--- src/rtl/collision_detector.sv ---
// Per-frame player/obstacle hit detector: scans one obstacle slot per clock after each frame tick.
// Optional lives counter and game-over latch are enabled by defining COLLISION_LIVES_EN.
module collision_detector #(
  parameter int NUM_OBST      = 4,
  parameter int nY            = 9,
  parameter int NUM_LANES     = 5,
  parameter int PLAYER_Y_POS  = 360,
  parameter int PLAYER_HEIGHT = 60,
  parameter int OBST_HEIGHT   = 40,
  parameter int START_LIVES   = 3
) (
  input  logic                   Clock,
  input  logic                   Reset,
  input  logic                   frame_tick,
  input  logic [2:0]             player_lane,
  input  logic                   invincible,
  input  logic [NUM_OBST-1:0]    obst_active,
  input  logic [3*NUM_OBST-1:0]  obst_lane,
  input  logic [nY*NUM_OBST-1:0] obst_y,
  output logic                   collision,
  output logic [NUM_OBST-1:0]    obst_clear,
  output logic [2:0]             hit_index,
  output logic [1:0]             lives,
  output logic                   game_over,
  output logic                   scan_busy,
  output logic                   tick_overrun
);

  typedef enum logic [1:0] {
    S_IDLE   = 2'd0,
    S_SCAN   = 2'd1,
    S_REPORT = 2'd2
  } state_t;

  // Vertical band limits widened by one bit so the obstacle bottom edge never wraps.
  localparam logic [nY:0] Y_TOP    = (nY+1)'(PLAYER_Y_POS);
  localparam logic [nY:0] Y_BOT    = (nY+1)'(PLAYER_Y_POS + PLAYER_HEIGHT);
  localparam logic [nY:0] OBST_H   = (nY+1)'(OBST_HEIGHT);
  localparam logic [3:0]  LANE_LIM = 4'(NUM_LANES);
  localparam logic [2:0]  LAST_IDX = 3'(NUM_OBST - 1);

  state_t        state;
  logic [2:0]    idx;
  logic          hit_found;
  logic [2:0]    hit_idx;

  logic          sel_active;
  logic [2:0]    sel_lane;
  logic [nY-1:0] sel_y;
  logic          slot_hit;
  logic          accept_hit;

  always_comb begin
    sel_active = 1'b0;
    sel_lane   = 3'd0;
    sel_y      = '0;
    for (int i = 0; i < NUM_OBST; i++) begin
      if (idx == 3'(i)) begin
        sel_active = obst_active[i];
        sel_lane   = obst_lane[3*i +: 3];
        sel_y      = obst_y[nY*i +: nY];
      end
    end
  end

  assign slot_hit = sel_active
                 && (sel_lane == player_lane)
                 && ({1'b0, sel_lane} < LANE_LIM)
                 && (({1'b0, sel_y} + OBST_H) > Y_TOP)
                 && ({1'b0, sel_y} < Y_BOT);

  assign accept_hit = (state == S_REPORT) && hit_found && !invincible;

  always_ff @(posedge Clock or posedge Reset) begin
    if (Reset) begin
      state        <= S_IDLE;
      idx          <= 3'd0;
      hit_found    <= 1'b0;
      hit_idx      <= 3'd0;
      collision    <= 1'b0;
      obst_clear   <= '0;
      hit_index    <= 3'd0;
      scan_busy    <= 1'b0;
      tick_overrun <= 1'b0;
    end else begin
      collision  <= 1'b0;
      obst_clear <= '0;
      case (state)
        S_IDLE: begin
          if (frame_tick && !game_over) begin
            idx       <= 3'd0;
            hit_found <= 1'b0;
            scan_busy <= 1'b1;
            state     <= S_SCAN;
          end
        end
        S_SCAN: begin
          if (frame_tick) tick_overrun <= 1'b1;
          // First hit wins; later slots in the same scan are ignored.
          if (!hit_found && slot_hit) begin
            hit_found <= 1'b1;
            hit_idx   <= idx;
          end
          idx <= idx + 3'd1;
          if (idx == LAST_IDX) state <= S_REPORT;
        end
        S_REPORT: begin
          if (frame_tick) tick_overrun <= 1'b1;
          if (accept_hit) begin
            collision  <= 1'b1;
            obst_clear <= NUM_OBST'(1) << hit_idx;
            hit_index  <= hit_idx;
          end
          scan_busy <= 1'b0;
          state     <= S_IDLE;
        end
        default: begin
          scan_busy <= 1'b0;
          state     <= S_IDLE;
        end
      endcase
    end
  end

`ifdef COLLISION_LIVES_EN
  always_ff @(posedge Clock or posedge Reset) begin
    if (Reset) begin
      lives     <= 2'(START_LIVES);
      game_over <= 1'b0;
    end else if (accept_hit && (lives != 2'd0)) begin
      lives <= lives - 2'd1;
      if (lives == 2'd1) game_over <= 1'b1;
    end
  end
`else
  assign lives     = 2'(START_LIVES);
  assign game_over = 1'b0;
`endif

endmodule

--- config.mk ---
export PLATFORM = sky130hd
export DESIGN_NAME = collision_detector
export DESIGN_NICKNAME = d
export VERILOG_FILES = /design/src/rtl/collision_detector.sv
export SDC_FILE = /design/constraint.sdc
export NUM_CORES = 1
export LEC_CHECK = 0
export BUFFER_PORTS_ARGS = -buffer_cell sky130_fd_sc_hd__clkbuf_2
export CAP_MARGIN = 0
export CORE_UTILIZATION = 49
export DETAILED_ROUTE_END_ITERATION = 8
export PLACE_DENSITY = 0.81
export SLEW_MARGIN = 10
export SYNTH_ARGS = -nofsm -noshare
export SYNTH_HDL_FRONTEND = slang
export SYNTH_SLANG_ARGS = --single-unit
--- constraint.sdc ---
create_clock -name Clock -period 4.87 [get_ports Clock]
set_clock_uncertainty 0.1 [all_clocks]
set_input_delay 0.974 -clock Clock [delete_from_list [all_inputs] [get_ports Clock]]
set_output_delay 0.974 -clock Clock [all_outputs]
set_load 0.005 [all_outputs]
==> results.cfg <==
[finish]
most-common-layout-cells = 68 x clkbuf_2, 19 x dfrtp_1, 16 x a21oi_1
num_antenna_cells = 0
layout_commonest_cell = clkbuf_2
fillers = 311
nets = 334
instances_no_fill = 309
fin_util = 0.619
drive_gt1_frac = 0.335
area_growth_pct = 18.4

[drt]
drt-total-wl_um = 4170
ant_nets = 0
wl_per_cell_um = 13.5
viasPerCell = 5.52
dr.pass1.iters = 4
drc = 0
dr_total_vias = 1705
drt-initial-drc-count = 145

[critical_path]
critPathKind = register to register
critPathMaxFanout = 19
max_stage_delay_ns = 0.57
crit_path_start_kind = register
cpMostUsedCell = ha_1
slowest_stage = ha_1
cp.arrival_ns = 4.13
required_ns = 4.96
worst_setup_path_end_kind = register
crit_chain = ha_1 > ha_1 > or2_1 > a211oi_2 > a21oi_2 > inv_1 > ha_1 > xnor2_1 > o221ai_1 > nor4_1 > o211ai_1 > nor3_2 > mux2_1

[min_path]
hold_class = register to register

[clock_tree]
cts.clk_slew.worst_paths_ns = 0.11
cts_buffers = 3
hold_buffers = 0
postCtsSetupBuffers = 0
cts_sinks = 19
root_buffer = clkbuf_4
cts_tree = yes
cts_max_path_buffers = 2
htreeDepth = 1
clock_latency_ns = 0.30
post_cts_resized = 0

[placement]
placed_cells = 305
dp_hpwl_um = 3240
portBuffers = 68
routabilityCongestion = 0.894
dpl_worst_slack_ns = 0.871

[global_route]
grt_overflow = 0
antenna_found_initial = 0
grt_pass1_wl_um = 7020
grt_usage = 0.221
grt_max_degree = 25
grt_pass1_vias = 1522

[run]
cap_violations = 0

[sta]
timing.final.crit_period_ns = 4.04
max_freq_mhz = 248
tns_ns = 0
slew_headroom = 0.488
rsz0062_at_grt = false
hold_violations = 0
slew_violations = 0
setup_viol_count_final = 0
min_period_over_period = 0.829
tightestPinTransition_ns = 0.768
fin_ws_ns = 0.831
hold_slack_ns = 0.369

[run_status]
status = completed

[synthesis]
yosysTopAreaCell = dfrtp_1
synth_seq_cells = 19
synth_top_area_frac = 0.266
synthFlopType = dfrtp_1
syn-cell-area_um2 = 1790
synth_seq_area_share = 0.266
syn_area_per_cell_um2 = 8.76
syn-instance-count = 204
synth_edf_count = 0
yosysWarnings = 0
async_flop_share = 1.00
synth.area.top_cells = dfrtp_1 27%, ha_1 7.7%, a21oi_1 4.5%
synth_cell_type_count = 57

[pwr]
vdd_drop_max_mv = 0.348
powerDensity_nw_per_um2 = 515
p_leak_nw = 1.04

[die]
die_h_um = 62.4
num_rows = 21
fp.dieArea_um2 = 3890
start_util = 0.523
ioPinCount = 72
core-area_um2 = 3420
dieWidth_um = 62.4
-- cells in the mapped netlist (all sizes together), types with 3 or more instances --
library cell / instances
inv: 14
dfrtp: 19
nand2: 15
and2: 6
o221ai: 3
nand2b: 3
nor3: 3
a221oi: 3
o211ai: 3
a32oi: 3
nor4: 3
nor2b: 6
xnor2: 3
buf: 13
ha: 11
mux2: 6
a2111o: 4
a2111oi: 3
nand3b: 9
a21oi: 18
o21ai: 13
nor2: 11
-- final cells by class --
class | count | area (um^2) | share of cell area
clock inverter | 1 | 5.00 | 0.00237
multi-input combinational | 157 | 1150 | 0.546
tap | 46 | 57.6 | 0.0272
timing repair buffer | 69 | 348 | 0.164
inverter | 14 | 52.6 | 0.0248
sequential | 19 | 475 | 0.225
clock buffer | 3 | 22.5 | 0.0106
-- state kept, by name, indices dropped and copies added (netlist names) --
signal,flops
hit_found,1
idx,3
hit_index,3
scan_busy,1
hit_idx,3
tick_overrun,1
obst_clear,4
collision,1
state,2
-- worst max-delay path: cells and delay by family, from the launching register on --
kind	cells	cell delay [ns]
compound gates	4	0.62
xor+xnor	1	0.19
fa+ha+maj	3	1.07
buf+inv	1	0.07
flops	1	0.48
mux	1	0.36
simple gates	3	1.03
-- kinds of logic after synthesis --
family / Yosys count / synth area share
compound gates: 69 / 0.307
xor+xnor: 3 / 0.0147
fa+ha+maj: 11 / 0.0770
buf+inv: 29 / 0.0896
flops: 19 / 0.266
mux: 8 / 0.0490
other cells: 2 / 0.00420
simple gates: 63 / 0.193
-- per-layer routing --
layer | track usage | share of wire
met3 | 0.0401 | 0.068
met4 | 0.0203 | 0.0029
met1 | 0.310 | 0.48
met2 | 0.367 | 0.45
met5 | 0 | 0
-- report_power, final --
group	leakage, nW	switching (mW)	internal, mW
sequential	0.251	0.0396	0.188
clock	0.0177	0.0484	0.0306
combinational	0.767	0.454	0.329
total	1.04	0.542	0.547
-- path summary, 6_finish.rpt --
| path | to | depth (start not counted) | slack (ns) | startpoint |
|---|---|---|---|---|
| min in group asynchronous | obst_clear[2] | 2 | 0.64 | Reset |
| worst max register to register | hit_idx[1] | 13 | 0.83 | idx[0] |
| worst min register to register | tick_overrun | 1 | 0.37 | tick_overrun |
| max in group asynchronous | state[0] | 2 | 3.58 | Reset |
| worst min-delay path | tick_overrun | 1 | 0.37 | tick_overrun |
| worst max-delay path | hit_idx[1] | 13 | 0.83 | idx[0] |
-- through the flow --
stage	total power [mW]	instance area, um^2
final	1.09	2120
after global routing	1.20	2120
after CTS	1.08	2120
after detailed placement	1.00	2090
after global placement	0.991	2090
after floorplan	0.879	1790
(Power assumes the default switching activity.)
